File: src/rtl/alu_pipe_if.sv
// Request/response bundle between the register-read stage, alu_pipe and writeback.
interface alu_pipe_if #(
  parameter int unsigned WIDTH = 8
);
  logic             in_valid;
  logic             in_ready;
  logic [3:0]       op;
  logic [WIDTH-1:0] a;
  logic [WIDTH-1:0] b;
  logic             carry_clr;
  logic             out_valid;
  logic             out_ready;
  logic [WIDTH-1:0] result;
  logic             flag_z;
  logic             flag_c;
  logic             flag_n;
  logic             flag_v;

  modport master (
    output in_valid, op, a, b, carry_clr, out_ready,
    input  in_ready, out_valid, result, flag_z, flag_c, flag_n, flag_v
  );

  modport slave (
    input  in_valid, op, a, b, carry_clr, out_ready,
    output in_ready, out_valid, result, flag_z, flag_c, flag_n, flag_v
  );
endinterface

File: src/rtl/alu_pipe.sv
// Registered ALU with valid/ready handshakes, full flag set, an architectural
// carry register and an iterative shift-add multiplier.
module alu_pipe #(
  parameter int unsigned WIDTH  = 8,
  parameter int unsigned MUL_EN = 1
) (
  input logic       clk,
  input logic       rst_n,
  alu_pipe_if.slave io_bus
);

  localparam int unsigned MSB   = WIDTH - 1;
  localparam int unsigned CNT_W = $clog2(WIDTH + 1);

  localparam logic [3:0] OP_ADD  = 4'd0;
  localparam logic [3:0] OP_ADDC = 4'd1;
  localparam logic [3:0] OP_SUB  = 4'd2;
  localparam logic [3:0] OP_SUBC = 4'd3;
  localparam logic [3:0] OP_SLL  = 4'd4;
  localparam logic [3:0] OP_SRA  = 4'd5;
  localparam logic [3:0] OP_SRL  = 4'd6;
  localparam logic [3:0] OP_AND  = 4'd7;
  localparam logic [3:0] OP_OR   = 4'd8;
  localparam logic [3:0] OP_XOR  = 4'd9;
  localparam logic [3:0] OP_NOT  = 4'd10;
  localparam logic [3:0] OP_LTS  = 4'd11;
  localparam logic [3:0] OP_LTU  = 4'd12;
  localparam logic [3:0] OP_MUL  = 4'd13;

  typedef enum logic [0:0] {
    ST_IDLE = 1'b0,
    ST_MUL  = 1'b1
  } state_t;

  state_t           r_state;
  logic             r_out_valid;
  logic [WIDTH-1:0] r_result;
  logic             r_flag_z;
  logic             r_flag_c;
  logic             r_flag_n;
  logic             r_flag_v;
  logic             r_carry;
  logic [WIDTH-1:0] r_mcand;
  logic [WIDTH-1:0] r_mplier;
  logic [WIDTH-1:0] r_acc;
  logic [CNT_W-1:0] r_cnt;

  logic             w_in_ready;
  logic             w_accept;
  logic             w_is_mul;
  logic             w_arith;
  logic [WIDTH:0]   w_sum;
  logic [WIDTH-1:0] w_res;
  logic             w_c;
  logic             w_v;
  logic             w_neg;
  logic [WIDTH-1:0] w_mag;

  assign w_in_ready = rst_n && (r_state == ST_IDLE) && (!r_out_valid || io_bus.out_ready);
  assign w_accept   = io_bus.in_valid && w_in_ready;
  assign w_is_mul   = (io_bus.op == OP_MUL) && (MUL_EN != 0);

  // Single-cycle datapath; b doubles as a signed shift amount.
  always_comb begin
    w_sum   = '0;
    w_res   = '0;
    w_c     = 1'b0;
    w_v     = 1'b0;
    w_arith = 1'b0;
    w_neg   = io_bus.b[MSB];
    w_mag   = w_neg ? (~io_bus.b + WIDTH'(1)) : io_bus.b;
    case (io_bus.op)
      OP_ADD, OP_ADDC: begin
        w_arith = 1'b1;
        w_sum   = {1'b0, io_bus.a} + {1'b0, io_bus.b}
                + ((io_bus.op == OP_ADDC) ? (WIDTH+1)'(r_carry) : (WIDTH+1)'(0));
        w_res   = w_sum[WIDTH-1:0];
        w_c     = w_sum[WIDTH];
        w_v     = (io_bus.a[MSB] == io_bus.b[MSB]) && (w_sum[MSB] != io_bus.a[MSB]);
      end
      OP_SUB, OP_SUBC: begin
        w_arith = 1'b1;
        w_sum   = {1'b0, io_bus.a} - {1'b0, io_bus.b}
                - ((io_bus.op == OP_SUBC) ? (WIDTH+1)'(r_carry) : (WIDTH+1)'(0));
        w_res   = w_sum[WIDTH-1:0];
        w_c     = w_sum[WIDTH];
        w_v     = (io_bus.a[MSB] != io_bus.b[MSB]) && (w_sum[MSB] != io_bus.a[MSB]);
      end
      OP_SLL:  w_res = w_neg ? (io_bus.a >> w_mag) : (io_bus.a << w_mag);
      OP_SRL:  w_res = w_neg ? (io_bus.a << w_mag) : (io_bus.a >> w_mag);
      OP_SRA:  w_res = w_neg ? (io_bus.a << w_mag) : $unsigned($signed(io_bus.a) >>> w_mag);
      OP_AND:  w_res = io_bus.a & io_bus.b;
      OP_OR:   w_res = io_bus.a | io_bus.b;
      OP_XOR:  w_res = io_bus.a ^ io_bus.b;
      OP_NOT:  w_res = ~io_bus.a;
      OP_LTS:  w_res = WIDTH'($signed(io_bus.a) < $signed(io_bus.b));
      OP_LTU:  w_res = WIDTH'(io_bus.a < io_bus.b);
      default: w_res = '0;
    endcase
  end

  // Control FSM, output register and carry register.
  always_ff @(posedge clk) begin
    if (!rst_n) begin
      r_state     <= ST_IDLE;
      r_out_valid <= 1'b0;
      r_result    <= '0;
      r_flag_z    <= 1'b0;
      r_flag_c    <= 1'b0;
      r_flag_n    <= 1'b0;
      r_flag_v    <= 1'b0;
      r_carry     <= 1'b0;
      r_mcand     <= '0;
      r_mplier    <= '0;
      r_acc       <= '0;
      r_cnt       <= '0;
    end else begin
      if (r_out_valid && io_bus.out_ready) begin
        r_out_valid <= 1'b0;
      end
      if (io_bus.carry_clr) begin
        r_carry <= 1'b0;
      end
      case (r_state)
        ST_IDLE: begin
          if (w_accept && w_is_mul) begin
            r_state  <= ST_MUL;
            r_mcand  <= io_bus.a;
            r_mplier <= io_bus.b;
            r_acc    <= '0;
            r_cnt    <= '0;
          end else if (w_accept) begin
            r_out_valid <= 1'b1;
            r_result    <= w_res;
            r_flag_z    <= (w_res == '0);
            r_flag_n    <= w_res[MSB];
            r_flag_c    <= w_c;
            r_flag_v    <= w_v;
            // An arithmetic commit overrides a same-cycle clear.
            if (w_arith) begin
              r_carry <= w_c;
            end
          end
        end
        ST_MUL: begin
          if (r_cnt == CNT_W'(WIDTH)) begin
            r_state     <= ST_IDLE;
            r_out_valid <= 1'b1;
            r_result    <= r_acc;
            r_flag_z    <= (r_acc == '0);
            r_flag_n    <= r_acc[MSB];
            r_flag_c    <= 1'b0;
            r_flag_v    <= 1'b0;
          end else begin
            if (r_mplier[0]) begin
              r_acc <= r_acc + r_mcand;
            end
            r_mcand  <= r_mcand << 1;
            r_mplier <= r_mplier >> 1;
            r_cnt    <= r_cnt + CNT_W'(1);
          end
        end
        default: r_state <= ST_IDLE;
      endcase
    end
  end

  assign io_bus.in_ready  = w_in_ready;
  assign io_bus.out_valid = r_out_valid;
  assign io_bus.result    = r_result;
  assign io_bus.flag_z    = r_flag_z;
  assign io_bus.flag_c    = r_flag_c;
  assign io_bus.flag_n    = r_flag_n;
  assign io_bus.flag_v    = r_flag_v;

endmodule
File: src/flat_wrapper.sv
// flat-port wrapper written by rule: the top's interface ports become plain ports
module alu_pipe_flat 
#(
  parameter int unsigned WIDTH  = 8,
  parameter int unsigned MUL_EN = 1
)
  (clk, rst_n, io_bus_in_valid, io_bus_op, io_bus_a, io_bus_b, io_bus_carry_clr, io_bus_out_ready, io_bus_in_ready, io_bus_out_valid, io_bus_result, io_bus_flag_z, io_bus_flag_c, io_bus_flag_n, io_bus_flag_v);
  alu_pipe_if #(.WIDTH(WIDTH)) io_bus_i ();
  input logic clk;
  input logic rst_n;
  input wire logic [$bits(io_bus_i.in_valid)-1:0] io_bus_in_valid;
  input wire logic [$bits(io_bus_i.op)-1:0] io_bus_op;
  input wire logic [$bits(io_bus_i.a)-1:0] io_bus_a;
  input wire logic [$bits(io_bus_i.b)-1:0] io_bus_b;
  input wire logic [$bits(io_bus_i.carry_clr)-1:0] io_bus_carry_clr;
  input wire logic [$bits(io_bus_i.out_ready)-1:0] io_bus_out_ready;
  output wire logic [$bits(io_bus_i.in_ready)-1:0] io_bus_in_ready;
  output wire logic [$bits(io_bus_i.out_valid)-1:0] io_bus_out_valid;
  output wire logic [$bits(io_bus_i.result)-1:0] io_bus_result;
  output wire logic [$bits(io_bus_i.flag_z)-1:0] io_bus_flag_z;
  output wire logic [$bits(io_bus_i.flag_c)-1:0] io_bus_flag_c;
  output wire logic [$bits(io_bus_i.flag_n)-1:0] io_bus_flag_n;
  output wire logic [$bits(io_bus_i.flag_v)-1:0] io_bus_flag_v;
  assign io_bus_i.in_valid = io_bus_in_valid;
  assign io_bus_i.op = io_bus_op;
  assign io_bus_i.a = io_bus_a;
  assign io_bus_i.b = io_bus_b;
  assign io_bus_i.carry_clr = io_bus_carry_clr;
  assign io_bus_i.out_ready = io_bus_out_ready;
  assign io_bus_in_ready = io_bus_i.in_ready;
  assign io_bus_out_valid = io_bus_i.out_valid;
  assign io_bus_result = io_bus_i.result;
  assign io_bus_flag_z = io_bus_i.flag_z;
  assign io_bus_flag_c = io_bus_i.flag_c;
  assign io_bus_flag_n = io_bus_i.flag_n;
  assign io_bus_flag_v = io_bus_i.flag_v;
  alu_pipe #(.WIDTH(WIDTH), .MUL_EN(MUL_EN)) u_core (.clk(clk), .rst_n(rst_n), .io_bus(io_bus_i));
endmodule
File: config.mk
export PLATFORM = sky130hd
export DESIGN_NAME = alu_pipe_flat
export DESIGN_NICKNAME = d
export VERILOG_FILES = /design/src/rtl/alu_pipe_if.sv /design/src/rtl/alu_pipe.sv /design/src/flat_wrapper.sv
export SDC_FILE = /design/constraint.sdc
export NUM_CORES = 1
export LEC_CHECK = 0
export ABC_AREA = 1
export BUFFER_PORTS_ARGS = -buffer_cell sky130_fd_sc_hd__buf_2
export CORE_MARGIN = 10
export CORE_UTILIZATION = 56
export DETAILED_ROUTE_END_ITERATION = 16
export GPL_ROUTABILITY_DRIVEN = 0
export PLACE_DENSITY = 0.78
export SLEW_MARGIN = 10
export SYNTH_ARGS = -nofsm -noshare
export SYNTH_HDL_FRONTEND = slang
export SYNTH_SLANG_ARGS = --single-unit
File: constraint.sdc
create_clock -name clk -period 3 [get_ports clk]
set_clock_uncertainty 0.15 [all_clocks]
set_input_delay 0.3 -clock clk [delete_from_list [all_inputs] [get_ports clk]]
set_output_delay 0.3 -clock clk [all_outputs]
set_load 0.005 [all_outputs]
---- Word level (Yosys, flattened, before mapping) ----
Index checks and enable logic that the tools add are counted.
cells by class
  add/sub/neg operators ................... 7
  $mul .................................... 0
  divide/modulo/power cells ............... 0
  order comparisons ....................... 2
  equal/unequal tests ..................... 24
  shift-type cells ........................ 3
  multiplexer cells ....................... 55
  bitwise logic cells ..................... 6
  reductions and logical operators ........ 18
operators by type and width
  kind                 count
  $mux 8               14
  $pmux 8 s11          1
  $pmux 8 s2           4
  $eq 4x4->1 const B   7
  $mux 1               25
  $eq 4x3->1 const B   4
  $logic_not 8->1      2
  $lt 8x8->1           2
  $not 8->8            2
  $pmux 1 s2           8
  $ne 2x2->1 const B   5
  $add 8x8->9          1
  $add 9x9->9          1
  $sub 8x8->9          1
  $sub 9x9->9          1
  $add 8x1->8 const B  1
  $add 8x8->8          1
  $and 8x8->8          1
  $eq 4x2->1 const B   2
  $mux 4               2
  $or 8x8->8           1
  $pmux 4 s2           1
  $shl 8x8->8          1
  $shr 8x8->8          1
  16 further kinds     26
storage, ports and cells
  register bits after elaboration ......... 43
  latch bits .............................. 0
  RAM bits ................................ 0
  memory bits (read-only) ................. 0
  input port bits ......................... 25
  output and inout bits ................... 14
  logic and storage cells ................. 127
  memories kept ........................... 0

---- Logic depth before layout (Yosys ltp) ----
Gate-level depths: netlist of run 1.
  word-level depth ........................ 10
  mapped depth ............................ 25
  gate-level depth less buffers ........... 23

---- Least setup slack after synthesis of run 1 ----
No wires, ideal clock.
  kind .................................... input to register
  from .................................... in io_bus_b[0]
  to ...................................... reg u_core.r_flag_z, in the netlist u_core.io_bus.flag_z
  library setup time ...................... 0.066 ns
  data arrival time ....................... 2.634 ns
  data required time ...................... 2.784 ns
  setup slack ............................. 0.150 ns
  stages on the path ...................... 21
  buffers on the path ..................... 1
  cell sequence ........................... inv_2 buf_2 fa_1 fa_1 inv_1 nand2_1 nand2_1 nand2_1 nand2_1 nand2_1 a21oi_1 nand2_1 nand3_1 nand3_1 a31oi_1 nand3_1 nor2_1 nand2_1 nor2_1 nand2_1 a21oi_2
between the ends
  longest elaborated chain between the ends .. 10
  elaborated cells between the ends (all ways) .. 23
  classes of those cells .................. 5 x add/sub; 2 x order compare; 3 x shift; 8 x mux; 4 x bitwise; 1 x reduce/logical
RTL lines
  what                                        line                                            RTL
  start: declaration                          flat_wrapper.sv:14                              input wire logic [$bits(io_bus_i.b)-1:0] io_bus_b;
  $not 8->8                                   alu_pipe.sv:71                                  w_mag = w_neg ? (~io_bus.b + WIDTH'(1)) : io_bus.b;
  $add 8x1->8                                 alu_pipe.sv:71
  $mux 8                                      alu_pipe.sv:71
  $sshr 8x8->8, or another cell as far along  alu_pipe.sv:91                                  OP_SRA: w_res = w_neg ? (io_bus.a << w_mag) : $unsigned($signed(io_bus.a) >>> w_mag);
  $mux 8 (on tied branches)                   alu_pipe.sv:91, alu_pipe.sv:89, alu_pipe.sv:90
  $pmux 8 s11 (*)                             alu_pipe.sv:72                                  case (io_bus.op)
  $logic_not 8->1 (*)                         alu_pipe.sv:135                                 r_flag_z <= (w_res == '0);
  $mux 1 (*)                                  alu_pipe.sv:132                                 end else if (w_accept) begin
  $mux 1 (*)                                  alu_pipe.sv:126                                 if (w_accept && w_is_mul) begin
  $pmux 1 s2 (*)                              alu_pipe.sv:124                                 case (r_state)
  end signal: assignment                      alu_pipe.sv:135
  end signal: assignment                      alu_pipe.sv:150                                 r_flag_z <= (r_acc == '0);
  end: declaration                            alu_pipe.sv:38                                  logic r_flag_z;
Every way passes the cells marked *; elsewhere a longest branch is shown, timed or not. The select of a mux whose other input is x is not followed.
A chain may end at the register's enable or synchronous reset.

---- Final worst setup path of run 1 ----
  from .................................... reg u_core.r_carry
  to ...................................... reg u_core.r_flag_z, in the netlist u_core.io_bus.flag_z
between the ends
  longest elaborated chain between the ends .. 7
  elaborated cells between the ends (all ways) .. 9
  classes of those cells .................. 2 x add/sub; 6 x mux; 1 x reduce/logical
RTL lines
  what                                        line                            RTL
  start: declaration                          alu_pipe.sv:42                  logic r_carry;
  start signal: assignment                    alu_pipe.sv:141                 r_carry <= w_c;
  $mux 1 (on tied branches)                   alu_pipe.sv:84, alu_pipe.sv:76
  $sub 9x9->9 or $add 9x9->9 (tied branches)  alu_pipe.sv:84, alu_pipe.sv:76
  $pmux 8 s11 (*)                             alu_pipe.sv:72
  $logic_not 8->1 (*)                         alu_pipe.sv:135
  $mux 1 (*)                                  alu_pipe.sv:132
  $mux 1 (*)                                  alu_pipe.sv:126
  $pmux 1 s2 (*)                              alu_pipe.sv:124
Marks and branches as above.

==> metrics.md, run 1 <==
| Metric | Value |
|---|---|
| Final Hold Viols | `0` |
| Post-Place Cells | `930` |
| Tightest Pin Transition | `1.097 ns` |
| Share of layout cells above drive strength 1 | `20.98%` |
| FFs w/ async S/R, synth | `0%` |
| Worst Setup Start Kind | `register` |
| Hold crit path type | `in2reg` |
| CTS root buf | `clkbuf_8` |
| DR pass1 iterations | `7` |
| Max-cap violations | `0` |
| Critical Path RT | `3.08 ns` |
| Most used flip-flop cell after synthesis | `dfxtp_1` |
| Reg clk slew, reported paths | `0.08 ns` |
| Placed cell areas | `0.005373 mm²` |
| Crit Path Max Fanout | `3` |
| Final setup viols | `0` |
| Final ANT Viol Nets | `0` |
| Register area share after synthesis | `17.45%` |
| Port bufs | `38` |
| Status | `completed` |
| First-pass GRT wire length | `24,410 µm` |
| CTS Buf Count | `5` |
| WL/cell | `16.14 µm` |
| # rows | `33` |
| Hold Slack | `0.1413 ns` |
| Clock Sinks | `42` |
| Total Power | `1.664 mW` |
| RSZ-0062 raised after global routing | `yes` |
| Syn-to-layout area delta | `15.52%` |
| Syn_area_per_cell | `6.325 µm²` |
| Mapped Nets | `840` |
| Post-Route WL | `15,160 µm` |
| Max Buffers Root-to-Sink | `2` |
| Post-Syn Area | `0.004820 mm²` |
| Post-route design area | `0.005568 mm²` |
| # fillers | `785` |
| Chip Width | `112.8 µm` |
| WS Path Type | `reg2reg` |
| Die area | `0.01272 mm²` |
| Largest net degree at the start of global routing | `30` |
| Slew Limit Fails | `0` |
| Worst slew margin | `25.94%` |
| Post-route clock period utilization | `99.64%` |
| GR Util All Layers | `22.37%` |
| FMAX | `334.5 MHz` |
| N_diodes | `0` |
| Post-DR vias/cell | `5.896` |
| Nets@finish | `911` |
| Initial antenna violation count | `0` |
| Initial DRC count | `411` |
| EDFF count, synth | `0` |
| Crit path DAT | `3.07 ns` |
| Cells after Synth | `762` |
| Die height | `112.8 µm` |
| Yosys warning total | `0` |
| Starting Density | `58.07%` |
| Core area | `0.008299 mm²` |
| Crit path time final | `2.989 ns` |
| Residual DRC | `0` |
| Final HPWL DP | `11,900 µm` |
| Peak VDD IR | `0.0001698 V` |
| Clk_lat worst skew | `0.29 ns` |
| TritonCTS clock tree | `built` |
| Io pins | `39` |
| CP endpoint kind | `register` |
| Number of global-route vias before repair | `5,228` |
| Synth cell types | `53` |
| Setup TNS | `0 ns` |
| Power Density | `298.8 mW/mm²` |
| Routed via count | `5,536` |
| Post-Layout Cell Count | `939` |
| Register bit total from synthesis | `42` |
| Pleak | `2.743 nW` |
| H-tree levels | `2` |
| Grt total ovfl | `0` |
| Multi-input gate area | `0.003617 mm²` |
| Flip-flop and latch area | `842.1 µm²` |
[report_power, final]
part | internal [mW] | leakage (nW) | switching (mW)
combinational | 0.260 | 2.35 | 0.443
clock | 0.186 | 0.0482 | 0.195
sequential | 0.571 | 0.340 | 0.00881
total | 1.02 | 2.74 | 0.647
[metrics by stage]
step / utilization, % / setup slack (ns)
finish: 67.09 / 0.01081
global route: 67.09 / -0.1483
CTS: 65.93 / 0.009480
detailed placement: 64.74 / -0.3204
global placement: 64.74 / -0.2468
floorplan: - / 0.1497
[cells in the final DEF (no fill, tap or decap), drive strengths merged, types with 6 or more instances in the layout]
cell    Yosys  routed
a21oi      47      47
buf        17      88
nand4       7       7
xor2        7       7
nor3        7       7
o211ai      8       8
ha         48      48
nor2       79      79
o22ai       6       6
nand2     219     219
clkbuf      7       7
a31oi      17      17
dfxtp      42      42
nand3      89      89
inv        84      84
o21ai      39      39
[cell usage after synthesis (3+ instances only)]
cell        n  area (µm²)
a21oi_1    44       220.2
a21oi_2     3       26.28
a221oi_1    3       26.28
a31oi_1    17       106.4
buf_2      10       50.05
buf_4       4       30.03
clkbuf_1    7       26.28
dfxtp_1    42       840.8
fa_1        5       100.1
ha_1       48       600.6
inv_1      75       281.5
inv_2       7       26.28
nand2_1   206       773.2
nand2_2     9       56.30
nand2_4     4       45.04
nand3_1    79       395.4
nand3_2    10       100.1
nand4_1     7       43.79
nor2_1     73       274.0
nor2_2      5       31.28
nor3_1      6       30.03
o211ai_1    8       60.06
o21ai_0    31       155.2
o21ai_1     4       20.02
o21ai_4     3       48.80
o22ai_1     6       37.54
or2_2       4       25.02
xnor2_1     4       35.03
xor2_1      6       52.55
[layer usage]
metal / up-vias / share of wire, % / track usage [%] / wire [µm]
li1: 2667 / - / - / -
met5: - / 0 / 0 / 0
met3: 65 / 8.7 / 4.015 / 1319
met2: 296 / 46 / 36.14 / 6918
met4: 0 / 5.2 / 11.93 / 791
met1: 2508 / 40 / 27.59 / 6131
[final timing paths]
path | start | to | slack, ns | cells after the start
setup / recovery | u_core.r_carry | u_core.io_bus.flag_z | 0.01 | 20
hold / removal | io_bus_carry_clr | u_core.r_carry | 0.14 | 3
setup reg to reg | u_core.r_carry | u_core.io_bus.flag_z | 0.01 | 20
hold reg to reg | u_core.io_bus.result[1] | u_core.io_bus.result[1] | 0.32 | 2
[what timing repair did]
action / CTS / global route
pin swaps: 1 / 31
hold buffers: 0 / 0
resized for setup: 4 / 32
setup buffers: 0 / 1
endpoints found under the setup margin: 2 / 10
[layout make-up]
cell class                      instances  area share (%)
Inverter                               84           5.753
Sequential cell                        42           15.12
Timing Repair Buffer                   88           10.16
Tap cell                              105           2.360
Multi-Input combinational cell        612           64.97
Clock inverter                          1         0.08989
Clock buffer                            7           1.551
[worst max-delay path: stages (launching register included)]
cell and delay [ns]:
dfxtp_2 0.37, nand3_2 0.08, fa_2 0.43, fa_2 0.38, inv_1 0.07, nand2_1 0.06, nand2_1 0.07, nand2_2 0.06
nand2_2 0.07, nand2_2 0.06, a21oi_2 0.16, nand2_1 0.08, nand3_2 0.06, nand3_2 0.10, a31oi_4 0.18, nand3_2 0.08
nor2_2 0.12, nand2_1 0.06, nor2_1 0.08, nand2_1 0.07, a21oi_2 0.13
[logic make-up after synthesis]
group / synth area share (%)
AOI/OAI and AO/OA: 17.32
xor gates and xnor gates: 2.388
adders and majority gates: 14.54
buffers and inverters: 9.476
DFF: 17.45
and+or+nand+nor: 38.84
[registers in the layout (all words and copies together), names as in the netlist]
name                     count
u_core.io_bus.flag_c         1
u_core.r_mcand               8
u_core.r_carry               1
u_core.io_bus.flag_z         1
u_core.io_bus.flag_v         1
u_core.r_state               1
u_core.io_bus.result         8
u_core.r_cnt                 4
u_core.io_bus.out_valid      1
u_core.r_mplier              8
u_core.r_acc                 8
(Power assumes the default switching activity.)
==> inputs of run 2 (changes only) <==
- ABC_AREA: 1 -> default
==> run 2 against run 1 <==
The run now ends with negative setup slack left. Synthesized cell count fell by 14%. Register-to-register slack got worse by 0.41 ns. Synthesized area rose by 6.7%. Non-clock buffer count up 51. Flip-flop and latch count unchanged. Worst hold slack better by 0.0011 ns. Critical path depth is 9 lower. Global-route usage is 4.2 points higher. Design area is 14% higher. Sequential power barely moved. Cell count decreased by 8.1%. First-iteration DRC count rose to 2.7 times the previous value. Critical endpoint unchanged.
==> metrics.md, run 2 <==
| Metric | Value |
|---|---|
| Cells after Synth | `657 (was 762)` |
| GR Util All Layers | `26.55% (was 22.37%)` |
| Most frequent cells in the layout | `buf_4, nand2_1, ha_1 (was nand2_1, nand3_1, inv_1)` |
| Tightest Pin Transition | `0.5984 ns (was 1.097 ns)` |
| CTS Buf Count | `5 (unchanged)` |
| Power Density | `300.7 mW/mm² (was 298.8 mW/mm²)` |
| Final ANT Viol Nets | `0 (unchanged)` |
| Most common cell in the netlist | `nand2_1 (unchanged)` |
| Critical Path RT | `3.05 ns (was 3.08 ns)` |
| Die height | `115.8 µm (was 112.8 µm)` |
| Most common cell after layout, fill and taps aside | `buf_4 (was nand2_1)` |
| Register bit total from synthesis | `42 (unchanged)` |
| Core area | `0.008848 mm² (was 0.008299 mm²)` |
| Failing checks | `negative setup slack` |
| Final core occ | `71.49% (was 67.09%)` |
| Grt total ovfl | `0 (unchanged)` |
| DR pass1 iterations | `11 (was 7)` |
| CP endpoint kind | `register (unchanged)` |
| Share of layout cells above drive strength 1 | `27.68% (was 20.98%)` |
| Number of global-route vias before repair | `5,650 (was 5,228)` |
| Worst r2r path cells | `11 (was 20)` |
| Post-Layout Cell Count | `863 (was 939)` |
| Clk_lat worst skew | `0.30 ns (was 0.29 ns)` |
| Post-Route WL | `18,500 µm (was 15,160 µm)` |
| Post-DR vias/cell | `6.924 (was 5.896)` |
| Register area share after synthesis | `16.35% (was 17.45%)` |
| Reg clk slew, reported paths | `0.08 ns (about the same)` |
| Most used flip-flop cell after synthesis | `dfxtp_1 (unchanged)` |
| WL/cell | `21.44 µm (was 16.14 µm)` |
| Port bufs | `38 (unchanged)` |
| CTS root buf | `clkbuf_8 (unchanged)` |
| Io pins | `39 (unchanged)` |
| Max-cap violations | `0 (unchanged)` |
| FMAX | `294.6 MHz (was 334.5 MHz)` |
| Chip Width | `115.8 µm (was 112.8 µm)` |
| FFs w/ async S/R, synth | `0% (unchanged)` |
| Worst slew margin | `59.96% (was 25.94%)` |
| Peak VDD IR | `0.0002416 V (was 0.0001698 V)` |
| Routed via count | `5,975 (was 5,536)` |
| Post-Syn Area | `0.005144 mm² (was 0.004820 mm²)` |
| # rows | `34 (was 33)` |
| Hold depth | `3 (unchanged)` |
| WS Path Type | `reg2reg (unchanged)` |
| Crit Path Max Fanout | `3 (unchanged)` |
| Post-synth top area cell | `dfxtp_1 (unchanged)` |
| Initial DRC count | `1,121 (was 411)` |
| Starting Density | `58.13% (was 58.07%)` |
| Pleak | `2.834 nW (was 2.743 nW)` |
| N_diodes | `0 (unchanged)` |
| Mapped Nets | `735 (was 840)` |
| Post-route clock period utilization | `113.2% (was 99.64%)` |
| Yosys warning total | `0 (unchanged)` |
| H-tree levels | `2 (unchanged)` |
| Syn-to-layout area delta | `22.99% (was 15.52%)` |
| Worst Setup Start Kind | `register (unchanged)` |
| Hold buffers post-CTS | `0 (unchanged)` |
| Crit path time final | `3.395 ns (was 2.989 ns)` |
| Status | `complete, but fails checks (was completed)` |
| Die area | `0.01342 mm² (was 0.01272 mm²)` |
| RSZ-0062 raised after global routing | `yes (unchanged)` |
| Crit path DAT | `3.44 ns (was 3.07 ns)` |
| Final Hold Viols | `0 (unchanged)` |
| Post-Place Cells | `853 (was 930)` |
| Nets@finish | `832 (was 911)` |
| Final setup viols | `3 (was 0)` |
| Slew Limit Fails | `0 (unchanged)` |
| EDFF count, synth | `0 (unchanged)` |
| Largest net degree at the start of global routing | `49 (was 30)` |
| Share of the synthesized area in the top cell type | `16.35% (was 17.45%)` |
| Initial antenna violation count | `0 (unchanged)` |
| TritonCTS clock tree | `built (unchanged)` |
| Hold crit path type | `in2reg (unchanged)` |
| Syn_area_per_cell | `7.829 µm² (was 6.325 µm²)` |
| Max Buffers Root-to-Sink | `2 (unchanged)` |
| Synth cell types | `81 (was 53)` |
| Final HPWL DP | `14,060 µm (was 11,900 µm)` |
| DP Worst Slack | `-0.5822 ns (was -0.3204 ns)` |
| Commonest cells post-synth | `nand2_1, ha_1, dfxtp_1 (was nand2_1, nand3_1, inv_1)` |
| Setup slack after layout | `-0.3948 ns (was 0.01081 ns)` |
| First-pass GRT wire length | `28,650 µm (was 24,410 µm)` |
| Residual DRC | `0 (unchanged)` |
| Synth top area cells | `dfxtp_1, ha_1, nand2_1, mux4_2, o211ai_1 (was dfxtp_1, nand2_1, ha_1, nand3_1, inv_1)` |
| Clock Sinks | `42 (unchanged)` |
-- run 2: cell count changes in the layout (fill, tap and decap cells not counted), sizes merged, moves of 14 or more --
cell,change
a21oi,-21
buf,+51
inv,-47
mux2i,+15
nand2,-158
nand3,-65
nor2,-44
o211a,+16
o211ai,+14
-- run 2: area by class of cell --
cell class	instances	area, µm²
Timing Repair Buffer	139	955.9
Tap cell	108	135.1
Fill cell	681	2522
Clock inverter	1	30.03
Clock buffer	7	76.32
Sequential cell	42	844.6
Inverter	38	147.6
Multi-Input combinational cell	528	4136
-- run 2: layer usage --
| layer | up-vias | GRT usage (%) | part of all wire, % |
|---|---|---|---|
| met5 | - | 0 | 0 |
| met4 | 0 | 14.68 | 6.8 |
| met3 | 152 | 7.649 | 12 |
| met2 | 432 | 41.68 | 44 |
| met1 | 2739 | 32.05 | 37 |
| li1 | 2652 | - | - |
-- run 2: kinds of logic (layout without fill, tap and decap cells) --
logic type	Yosys count	after routing	synth area share, %
AOI/OAI and AO/OA	205	205	29.85
xor gates and xnor gates	23	23	3.916
and+or+nand+nor	220	220	21.97
muxes	27	27	7.443
adders and majority gates	53	53	13.62
DFF	42	42	16.35
buffers and inverters	87	185	6.859
-- run 2: worst paths after layout --
kind	slack, ns	startpoint	end
setup / recovery	-0.39	u_core.r_carry	u_core.io_bus.flag_z
hold / removal	0.14	io_bus_carry_clr	u_core.r_carry
hold reg to reg	0.30	u_core.io_bus.result[0]	u_core.io_bus.result[0]
setup reg to reg	-0.39	u_core.r_carry	u_core.io_bus.flag_z
-- run 2: metrics by stage --
| stage | total power [mW] | instance area (µm²) | TNS (ns) | hold WS (ns) |
|---|---|---|---|---|
| floorplan | 1.067 | 5210 | -0.3631 | 0.2949 |
| global placement | 1.354 | 6035 | -2.152 | 0.2848 |
| detailed placement | 1.382 | 6035 | -3.106 | 0.3019 |
| CTS | 1.826 | 6157 | -0.2930 | 0.1395 |
| global route | 1.982 | 6326 | -0.8838 | 0.1511 |
| finish | 1.902 | 6326 | -0.4618 | 0.1423 |
-- run 2: worst max-delay path: stages (launching register included) --
cell and delay [ns]:
dfxtp_4 0.38, nand3_2 0.08, fa_2 0.38, fa_2 0.37
xnor2_1 0.16, a21oi_2 0.14, o22ai_1 0.11, a221oi_2 0.34
o41ai_2 0.16, a211o_1 0.27, or4_4 0.53, o41ai_2 0.23
-- run 2: power by group --
group          leakage, nW  switching [mW]  internal (mW)
combinational         2.44           0.499          0.379
sequential           0.340         0.00951          0.570
clock               0.0524           0.196          0.249
total                 2.83           0.704           1.20
-- run 2: timing repair --
| action | 4_1_cts | 5_1_grt |
|---|---|---|
| pin swaps | 1 | 13 |
| resized for setup | 7 | 33 |
| endpoints found under the setup margin | 7 | 11 |
| buffers inserted | 0 | 2 |
| hold endpoints to repair | 0 | 0 |
